==> src/rtl/hazard_if.sv <==
// Hazard-controller bus: ID/EX hazard inputs and the pipeline register controls.
// The master drives the hazard inputs; the slave (controller) drives the controls.
interface hazard_if #(
  parameter int unsigned PERF_W = 16
);
  logic [4:0]        ID_rs1;
  logic [4:0]        ID_rs2;
  logic              ID_uses_rs1;
  logic              ID_uses_rs2;
  logic              EX_memread;
  logic [4:0]        EX_rd;
  logic              EX_branch_taken;
  logic              EX_md_start;
  logic              pc_write;
  logic              ifid_write;
  logic              ifid_flush;
  logic              idex_bubble;
  logic              idex_write;
  logic              ex_hold;
  logic              exmem_bubble;
  logic [PERF_W-1:0] stall_cycles;

  modport master (
    output ID_rs1, ID_rs2, ID_uses_rs1, ID_uses_rs2, EX_memread, EX_rd, EX_branch_taken,
           EX_md_start,
    input  pc_write, ifid_write, ifid_flush, idex_bubble, idex_write, ex_hold, exmem_bubble,
           stall_cycles
  );

  modport slave (
    input  ID_rs1, ID_rs2, ID_uses_rs1, ID_uses_rs2, EX_memread, EX_rd, EX_branch_taken,
           EX_md_start,
    output pc_write, ifid_write, ifid_flush, idex_bubble, idex_write, ex_hold, exmem_bubble,
           stall_cycles
  );
endinterface

==> src/rtl/hazard_controller.sv <==
// Pipeline hazard sequencer: load-use stall, taken-branch flush, multi-cycle mul/div hold,
// plus a saturating count of cycles in which the PC was frozen.
module hazard_controller #(
  parameter int unsigned MULDIV_LAT = 4,
  parameter int unsigned CNT_W      = 4,
  parameter int unsigned PERF_W     = 16
) (
  input logic     clk,
  input logic     rst_n,
  hazard_if.slave hz
);

  typedef enum logic [0:0] {StRun, StMdBusy} state_e;

  // MD_BUSY cycles that follow the start cycle; total stall is MULDIV_LAT-1 cycles.
  localparam int unsigned MdBusyCycles = (MULDIV_LAT > 2) ? MULDIV_LAT - 2 : 0;

  state_e            state_q, state_d;
  logic [CNT_W-1:0]  cnt_q, cnt_d;
  logic [PERF_W-1:0] stall_q, stall_d;

  logic load_use;
  logic pc_we, ifid_we, ifid_fl, idex_bub, idex_we, hold, exmem_bub;

  assign load_use = hz.EX_memread && (hz.EX_rd != 5'd0) &&
                    ((hz.ID_uses_rs1 && (hz.ID_rs1 == hz.EX_rd)) ||
                     (hz.ID_uses_rs2 && (hz.ID_rs2 == hz.EX_rd)));

  always_comb begin
    pc_we     = 1'b1;
    ifid_we   = 1'b1;
    ifid_fl   = 1'b0;
    idex_bub  = 1'b0;
    idex_we   = 1'b1;
    hold      = 1'b0;
    exmem_bub = 1'b0;
    state_d   = state_q;
    cnt_d     = cnt_q;

    if (!rst_n) begin
      pc_we     = 1'b0;
      ifid_we   = 1'b0;
      ifid_fl   = 1'b1;
      idex_bub  = 1'b1;
      exmem_bub = 1'b1;
      state_d   = StRun;
      cnt_d     = '0;
    end else begin
      unique case (state_q)
        StRun: begin
          if (hz.EX_branch_taken) begin
            ifid_fl  = 1'b1;
            idex_bub = 1'b1;
          end else if (hz.EX_md_start && (MULDIV_LAT > 1)) begin
            pc_we     = 1'b0;
            ifid_we   = 1'b0;
            idex_we   = 1'b0;
            hold      = 1'b1;
            exmem_bub = 1'b1;
            if (MdBusyCycles != 0) begin
              state_d = StMdBusy;
              cnt_d   = CNT_W'(MdBusyCycles);
            end
          end else if (load_use) begin
            pc_we    = 1'b0;
            ifid_we  = 1'b0;
            idex_bub = 1'b1;
          end
        end
        StMdBusy: begin
          pc_we     = 1'b0;
          ifid_we   = 1'b0;
          idex_we   = 1'b0;
          hold      = 1'b1;
          exmem_bub = 1'b1;
          // cnt_q is the number of busy cycles left including this one
          if (cnt_q <= CNT_W'(1)) begin
            state_d = StRun;
            cnt_d   = '0;
          end else begin
            cnt_d = cnt_q - CNT_W'(1);
          end
        end
        default: begin
          state_d = StRun;
          cnt_d   = '0;
        end
      endcase
    end
  end

  always_comb begin
    stall_d = stall_q;
    if (!rst_n) begin
      stall_d = '0;
    end else if (!pc_we && (stall_q != {PERF_W{1'b1}})) begin
      stall_d = stall_q + PERF_W'(1);
    end
  end

  always_ff @(posedge clk) begin
    if (!rst_n) begin
      state_q <= StRun;
      cnt_q   <= '0;
      stall_q <= '0;
    end else begin
      state_q <= state_d;
      cnt_q   <= cnt_d;
      stall_q <= stall_d;
    end
  end

  assign hz.pc_write     = pc_we;
  assign hz.ifid_write   = ifid_we;
  assign hz.ifid_flush   = ifid_fl;
  assign hz.idex_bubble  = idex_bub;
  assign hz.idex_write   = idex_we;
  assign hz.ex_hold      = hold;
  assign hz.exmem_bubble = exmem_bub;
  assign hz.stall_cycles = stall_q;

endmodule

==> src/flat_wrapper.sv <==
// flat-port wrapper written by rule: the top's interface ports become plain ports
module hazard_controller_flat 
#(
  parameter int unsigned MULDIV_LAT = 4,
  parameter int unsigned CNT_W      = 4,
  parameter int unsigned PERF_W     = 16
)
  (clk, rst_n, hz_ID_rs1, hz_ID_rs2, hz_ID_uses_rs1, hz_ID_uses_rs2, hz_EX_memread, hz_EX_rd, hz_EX_branch_taken, hz_EX_md_start, hz_pc_write, hz_ifid_write, hz_ifid_flush, hz_idex_bubble, hz_idex_write, hz_ex_hold, hz_exmem_bubble, hz_stall_cycles);
  hazard_if #(.PERF_W(PERF_W)) hz_i ();
  input logic clk;
  input logic rst_n;
  input wire logic [$bits(hz_i.ID_rs1)-1:0] hz_ID_rs1;
  input wire logic [$bits(hz_i.ID_rs2)-1:0] hz_ID_rs2;
  input wire logic [$bits(hz_i.ID_uses_rs1)-1:0] hz_ID_uses_rs1;
  input wire logic [$bits(hz_i.ID_uses_rs2)-1:0] hz_ID_uses_rs2;
  input wire logic [$bits(hz_i.EX_memread)-1:0] hz_EX_memread;
  input wire logic [$bits(hz_i.EX_rd)-1:0] hz_EX_rd;
  input wire logic [$bits(hz_i.EX_branch_taken)-1:0] hz_EX_branch_taken;
  input wire logic [$bits(hz_i.EX_md_start)-1:0] hz_EX_md_start;
  output wire logic [$bits(hz_i.pc_write)-1:0] hz_pc_write;
  output wire logic [$bits(hz_i.ifid_write)-1:0] hz_ifid_write;
  output wire logic [$bits(hz_i.ifid_flush)-1:0] hz_ifid_flush;
  output wire logic [$bits(hz_i.idex_bubble)-1:0] hz_idex_bubble;
  output wire logic [$bits(hz_i.idex_write)-1:0] hz_idex_write;
  output wire logic [$bits(hz_i.ex_hold)-1:0] hz_ex_hold;
  output wire logic [$bits(hz_i.exmem_bubble)-1:0] hz_exmem_bubble;
  output wire logic [$bits(hz_i.stall_cycles)-1:0] hz_stall_cycles;
  assign hz_i.ID_rs1 = hz_ID_rs1;
  assign hz_i.ID_rs2 = hz_ID_rs2;
  assign hz_i.ID_uses_rs1 = hz_ID_uses_rs1;
  assign hz_i.ID_uses_rs2 = hz_ID_uses_rs2;
  assign hz_i.EX_memread = hz_EX_memread;
  assign hz_i.EX_rd = hz_EX_rd;
  assign hz_i.EX_branch_taken = hz_EX_branch_taken;
  assign hz_i.EX_md_start = hz_EX_md_start;
  assign hz_pc_write = hz_i.pc_write;
  assign hz_ifid_write = hz_i.ifid_write;
  assign hz_ifid_flush = hz_i.ifid_flush;
  assign hz_idex_bubble = hz_i.idex_bubble;
  assign hz_idex_write = hz_i.idex_write;
  assign hz_ex_hold = hz_i.ex_hold;
  assign hz_exmem_bubble = hz_i.exmem_bubble;
  assign hz_stall_cycles = hz_i.stall_cycles;
  hazard_controller #(.MULDIV_LAT(MULDIV_LAT), .CNT_W(CNT_W), .PERF_W(PERF_W)) u_core (.clk(clk), .rst_n(rst_n), .hz(hz_i));
endmodule
==> config.mk <==
export PLATFORM = sky130hd
export DESIGN_NAME = hazard_controller_flat
export DESIGN_NICKNAME = d
export VERILOG_FILES = /design/src/rtl/hazard_if.sv /design/src/rtl/hazard_controller.sv /design/src/flat_wrapper.sv
export SDC_FILE = /design/constraint.sdc
export NUM_CORES = 1
export LEC_CHECK = 0
export CORE_ASPECT_RATIO = 1.4
export CORE_MARGIN = 2
export CORE_UTILIZATION = 30
export CTS_CLUSTER_DIAMETER = 30
export DETAILED_ROUTE_END_ITERATION = 12
export HOLD_SLACK_MARGIN = 0.03
export MAX_ROUTING_LAYER = met4
export PLACE_DENSITY_LB_ADDON = 0.05
export SLEW_MARGIN = 20
export SYNTH_ARGS = -nofsm -noshare
export SYNTH_HDL_FRONTEND = slang
export SYNTH_SLANG_ARGS = --single-unit
==> constraint.sdc <==
create_clock -name clk -period 2 [get_ports clk]
set_input_delay 0.4 -clock clk [delete_from_list [all_inputs] [get_ports clk]]
set_output_delay 0.4 -clock clk [all_outputs]
set_load 0.005 [all_outputs]
# Yosys cells after proc, flatten, opt, wreduce, memory -nomap -nowiden
# Cells that the tools add are included.
# word_totals
reg_bits	21
in_bits	22
output_inout_bits	23
wordCells	49
# classes
n_addsub	2
magnitude_cmp	1
eq_ne	5
n_mux	28
bitwise_logic	1
reduce_logical	9
# ops
cell	count
1-bit 2-to-1 mux	20
16-bit by 1-bit adder with 16-bit output (second input constant)	1
16-bit != test (second input constant)	1
4-bit 2-to-1 mux	3
5-bit equality test	2
1-bit one-hot mux with 2 select lines	4
4-bit one-hot mux with 2 select lines	1
1-bit logical AND	5
5-bit nonzero test	1
4-bit by 1-bit less-or-equal comparator with 1-bit output (second input constant)	1
2-bit != test (second input constant)	2
4-bit by 1-bit subtractor with 4-bit output (second input constant)	1
2-bit AND reduction	1
1-bit zero test	1
1-bit logical OR	1
1-bit NOT	1

# Logic depth before layout (Yosys ltp)
# depth
depth_word	11
ltp_mapped	8
depth_no_buf	8

# Worst setup path before layout
# Ideal clock, no wire load.
# synth_path
kind	input port to output port
startpoint	in hz_EX_rd[0]
endpoint	out hz_pc_write
arrival_time_ns	1.668
slack_ns	-0.068
path_stages	7
path_cell_list	or4_1 o21ai_1 nor2b_1 a21o_4 inv_2 buf_4 buf_4
# synth_via
elab_chain_cells	9
elab_cells_between_ends	13
cone_classes	eq/ne (2); mux (5); reduce/logical (6)
# synth_lines
element	line_no	text
start: declaration	flat_wrapper.sv:17	input wire logic [$bits(hz_i.EX_rd)-1:0] hz_EX_rd;
5-bit equality test (on tied branches)	hazard_controller.sv:26, hazard_controller.sv:27	
1-bit logical AND (on tied branches)	hazard_controller.sv:26, hazard_controller.sv:27	
1-bit logical OR	hazard_controller.sv:26	((hz.ID_uses_rs1 && (hz.ID_rs1 == hz.EX_rd)) ||
1-bit logical AND (*)	hazard_controller.sv:25	assign load_use = hz.EX_memread && (hz.EX_rd != 5'd0) &&
1-bit 2-to-1 mux (*) (3 in a row)	n/a	
1-bit one-hot mux with 2 select lines (*)	n/a	
1-bit 2-to-1 mux (*)	n/a	
end: declaration	flat_wrapper.sv:20	output wire logic [$bits(hz_i.pc_write)-1:0] hz_pc_write;
# Every way passes the cells marked *; elsewhere a longest branch is shown, timed or not.

# Worst setup path in the final report
# layout_path
startpoint	in hz_EX_rd[2]
endpoint	out hz_ifid_write
# layout_via
elab_chain_cells	9
elab_cells_between_ends	13
cone_classes	eq/ne (2); mux (5); reduce/logical (6)
# layout_lines
element	line_no	text
5-bit equality test (on tied branches)	hazard_controller.sv:26, hazard_controller.sv:27	
1-bit logical AND (on tied branches)	hazard_controller.sv:26, hazard_controller.sv:27	
1-bit logical OR	hazard_controller.sv:26	
1-bit logical AND (*)	hazard_controller.sv:25	
1-bit 2-to-1 mux (*)	hazard_controller.sv:64	end else if (load_use) begin
1-bit 2-to-1 mux (*)	hazard_controller.sv:54	end else if (hz.EX_md_start && (MULDIV_LAT > 1)) begin
1-bit 2-to-1 mux (*)	hazard_controller.sv:51	if (hz.EX_branch_taken) begin
1-bit one-hot mux with 2 select lines (*)	hazard_controller.sv:49	unique case (state_q)
1-bit 2-to-1 mux (*)	hazard_controller.sv:40	if (!rst_n) begin
end: declaration	flat_wrapper.sv:21	output wire logic [$bits(hz_i.ifid_write)-1:0] hz_ifid_write;
# Marks and branches as above.

==> out/summary.json <==
{
  "required": {"value": 1.60, "unit": "ns"},
  "ys_top_cells_by_area": {"value": "sky130_fd_sc_hd__dfxtp_1 (32%), sky130_fd_sc_hd__xnor2_1 (6.6%), sky130_fd_sc_hd__nand2_1 (5.7%)"},
  "setup_violations": {"value": 5},
  "dp.final_hpwl": {"value": 2.85, "unit": "mm"},
  "crit_slowest_cell": {"value": "sky130_fd_sc_hd__or4_4"},
  "period_minus_slack": {"value": 2.10, "unit": "ns"},
  "hold_viol": {"value": 0},
  "clk_transition_reported_paths": {"value": 0.08, "unit": "ns"},
  "netlist-cell-type-count": {"value": 39},
  "sequential_cell_fraction_of_total_power": {"value": 0.448},
  "timing.max_slew.rel_slack": {"value": 0.739},
  "drtPass1Iterations": {"value": 5},
  "floorplan.die.width": {"value": 60.1, "unit": "µm"},
  "r2r_cells": {"value": 5},
  "setup_crit_start_kind": {"value": "input port"},
  "port-buffer-count": {"value": 44},
  "grt_setup_unrepaired": {"value": "true"},
  "finalMaxSlewViolations": {"value": 0},
  "reg2reg_start": {"value": "u_core.hz.stall_cycles[2]"},
  "antenna_found_initial": {"value": 0},
  "fp.dieArea": {"value": 0.00497, "unit": "mm²"},
  "period_share": {"value": 1.05},
  "syn_area": {"value": 0.00132, "unit": "mm²"},
  "peak_fanout_along_the_critical_path": {"value": 3},
  "cp.arrival": {"value": 1.70, "unit": "ns"},
  "setup.reg_to_reg.worst_slack": {"value": 0.11, "unit": "ns"},
  "netlist.top_cell.by_area": {"value": "sky130_fd_sc_hd__dfxtp_1"},
  "layout.filler_cells": {"value": 434},
  "crit_path_kind": {"value": "input port to output port"},
  "floorplan.initialDensity": {"value": 0.312},
  "slowest_cell_delay_on_critical_path": {"value": 0.53, "unit": "ns"},
  "syn_avg_cell_area": {"value": 7.93, "unit": "µm²"},
  "final_util": {"value": 0.496},
  "cts_htree_levels": {"value": 1},
  "fmax": {"value": 477, "unit": "MHz"},
  "drv_cap": {"value": 0},
  "die_h": {"value": 82.6, "unit": "µm"},
  "status": {"value": "finished, violations left"},
  "instances_no_fill": {"value": 291},
  "crit-reg2reg-capture": {"value": "u_core.hz.stall_cycles[6]"},
  "fp-row-count": {"value": 28},
  "power.combinational.fraction": {"value": 0.251},
  "grt_pass1_wl": {"value": 6.11, "unit": "mm"},
  "clk-insertion-delay-late": {"value": 0.27, "unit": "ns"},
  "pre_cts_slack": {"value": -0.817, "unit": "ns"},
  "power_per_cell_area": {"value": 465, "unit": "mW/mm²"},
  "worst_hold_startpoint": {"value": "u_core.hz.stall_cycles[11]"},
  "final-seq-area": {"value": 420, "unit": "µm²"},
  "ctsRootBufferMaster": {"value": "sky130_fd_sc_hd__clkbuf_8"},
  "cts_buffer_depth": {"value": 2},
  "drt_first_iter_violations": {"value": 82},
  "grtUsageTotal": {"value": 0.165},
  "drive_above_1_share": {"value": 0.264},
  "floorplan_core_area": {"value": 0.00424, "unit": "mm²"},
  "layout.cells.most_common": {"value": "sky130_fd_sc_hd__buf_4"},
  "drc": {"value": 0},
  "area_delta_synth_final": {"value": 58.8, "unit": "%"},
  "grt_remaining_overflow": {"value": 0},
  "cp_cell_sequence": {"value": "buf_6 -> or4_4 -> o21ai_2 -> nor2b_2 -> a21o_4 -> inv_4 -> buf_6 -> buf_6"},
  "cts_hold_buffers": {"value": 0},
  "holdPathEnd": {"value": "u_core.hz.stall_cycles[11]"},
  "grt_max_degree": {"value": 21},
  "clock_tree_from_tritoncts": {"value": "built"},
  "power.share.clock": {"value": 0.301},
  "syn-num-nets": {"value": 192},
  "synth_edf_count": {"value": 0},
  "postSynthRegisterBits": {"value": 21},
  "power.internal": {"value": 704, "unit": "µW"},
  "antenna_cells_inserted": {"value": 0},
  "routed_via_density": {"value": 4.93},
  "routed_wl": {"value": 3.73, "unit": "mm"},
  "failing_checks": {"value": "setup timing"},
  "max-vdd-ir-drop": {"value": 0.000299, "unit": "V"},
  "nNetsFinal": {"value": 257},
  "leakagePower": {"value": 0.812, "unit": "nW"},
  "cts_inserted_buffers": {"value": 3},
  "post-synth-top-area-fraction": {"value": 0.318},
  "finalHoldWorstSlack": {"value": 0.491, "unit": "ns"},
  "min_delay_path_depth": {"value": 2},
  "syn-instance-count": {"value": 167},
  "gp_routability_congestion": {"value": 0.824},
  "end_kind": {"value": "output port"},
  "min-delay-path-class": {"value": "flop to flop"},
  "postLayoutSetupSlackWorst": {"value": -0.0958, "unit": "ns"},
  "avgRoutedWirePerCell": {"value": 12.8, "unit": "µm"},
  "synth-async-reset-ratio": {"value": 0},
  "swShare": {"value": 0.280},
  "detailroute.via_count": {"value": 1435},
  "first_global_vias": {"value": 1427},
  "total_switching_power": {"value": 273, "unit": "µW"},
  "timing.clock.skew": {"value": 0.00351, "unit": "ns"},
  "sequential_cell_area_fraction_in_the_yosys_report": {"value": 0.318},
  "final_antenna_violating_net_count": {"value": 0},
  "synth-main-ff-cell": {"value": "sky130_fd_sc_hd__dfxtp_1"},
  "layout_common_cells": {"value": "sky130_fd_sc_hd__buf_4 (22), sky130_fd_sc_hd__dfxtp_1 (21), sky130_fd_sc_hd__nand2_1 (20)"},
  "ys.warnings.count": {"value": 0},
  "clkSinkCount": {"value": 21},
  "numPlacedInstances": {"value": 285},
  "floorplan.io_pins": {"value": 45},
  "multi_input_logic_area": {"value": 933, "unit": "µm²"},
  "worst-slew-pin-transition": {"value": 0.391, "unit": "ns"},
  "cpMostUsedCell": {"value": "sky130_fd_sc_hd__buf_6"}
}
[power by group through the flow]
stage,combinational [mW],clock [mW],sequential (mW)
detailed placement,0.239,0,0.447
global placement,0.236,0,0.447
global route,0.272,0.330,0.440
CTS,0.240,0.313,0.438
floorplan,0.107,0,0.451
finish,0.245,0.295,0.438
[logic make-up after synthesis]
| kind of cell | count (synthesis) | synth area share |
|---|---|---|
| flops | 21 | 0.318 |
| xor+xnor | 10 | 0.0662 |
| simple gates | 75 | 0.308 |
| compound gates | 32 | 0.158 |
| mux | 7 | 0.0529 |
| buf+inv | 19 | 0.0690 |
| fa+ha+maj | 3 | 0.0284 |
[state kept, by name, indices dropped and copies added (netlist names)]
signal,flops
u_core.hz.stall_cycles,16
u_core.state_q,1
u_core.cnt_q,4
[cells in the mapped netlist (3+ instances only)]
| library cell | n |
|---|---|
| sky130_fd_sc_hd__xnor2_1 | 10 |
| sky130_fd_sc_hd__and3_1 | 3 |
| sky130_fd_sc_hd__nor4_1 | 7 |
| sky130_fd_sc_hd__nor3_1 | 3 |
| sky130_fd_sc_hd__nor2_1 | 7 |
| sky130_fd_sc_hd__nand2b_1 | 8 |
| sky130_fd_sc_hd__o31ai_1 | 4 |
| sky130_fd_sc_hd__buf_4 | 3 |
| sky130_fd_sc_hd__inv_1 | 10 |
| sky130_fd_sc_hd__ha_1 | 3 |
| sky130_fd_sc_hd__nand2_1 | 20 |
| sky130_fd_sc_hd__a21oi_1 | 13 |
| sky130_fd_sc_hd__dfxtp_1 | 21 |
| sky130_fd_sc_hd__clkbuf_1 | 3 |
| sky130_fd_sc_hd__o21ai_0 | 4 |
| sky130_fd_sc_hd__nand4_1 | 5 |
| sky130_fd_sc_hd__mux2i_1 | 7 |
| sky130_fd_sc_hd__nand3_1 | 7 |
| sky130_fd_sc_hd__or4_1 | 5 |
[metal layers]
metal,wire [µm],global-route usage,vias to the layer above
li1,-,-,727
met1,1540,0.177,665
met2,2000,0.295,38
met3,134,0.0265,5
met4,50,0.0689,0
met5,0,-,-
[worst max-delay path by stage]
stage / from / end / slack (ns) / cells past startpoint
CTS: hz_EX_rd[2] / hz_ifid_write / -0.11 / 8
detailed placement: hz_EX_rd[0] / hz_pc_write / -0.82 / 7
finish: hz_EX_rd[2] / hz_ifid_write / -0.1 / 8
floorplan: hz_EX_rd[0] / hz_pc_write / -0.02 / 7
global route: hz_ID_rs2[4] / u_core.hz.stall_cycles[6] / -0.16 / 10
global placement: hz_EX_rd[0] / hz_pc_write / -0.79 / 7
[stage by stage]
step	area (µm²)	setup TNS [ns]	total power [mW]
after floorplan	1330	-0.0208	0.558
final	2100	-0.182	0.978
after global placement	1960	-11.27	0.683
after detailed placement	1960	-11.90	0.687
after CTS	2040	-0.154	0.991
after global routing	2100	-0.934	1.04
[worst max-delay path, delay by kind of cell]
family | cells | cell delay (ns)
AND/OR/NAND/NOR | 2 | 0.60
AO/OA/AOI/OAI | 2 | 0.39
buffers and inverters | 4 | 0.31
[layout make-up]
cell class,count,share of cell area
clock buffers,3,0.0196
clock inverters,1,0.00357
inverters,11,0.0208
multi-input cells,127,0.444
flip-flops and latches,21,0.200
well taps,60,0.0357
repair buffers,68,0.276
[repair_timing]
| action | in CTS | in global routing |
|---|---|---|
| hold endpoints to repair | 0 | 0 |
| buffers inserted | 2 | 0 |
| resized for setup | 66 | 19 |
| setup endpoints to repair | 22 | 16 |
| pin swaps | 17 | 4 |
Note: power is estimated with default switching activity, not from simulation.
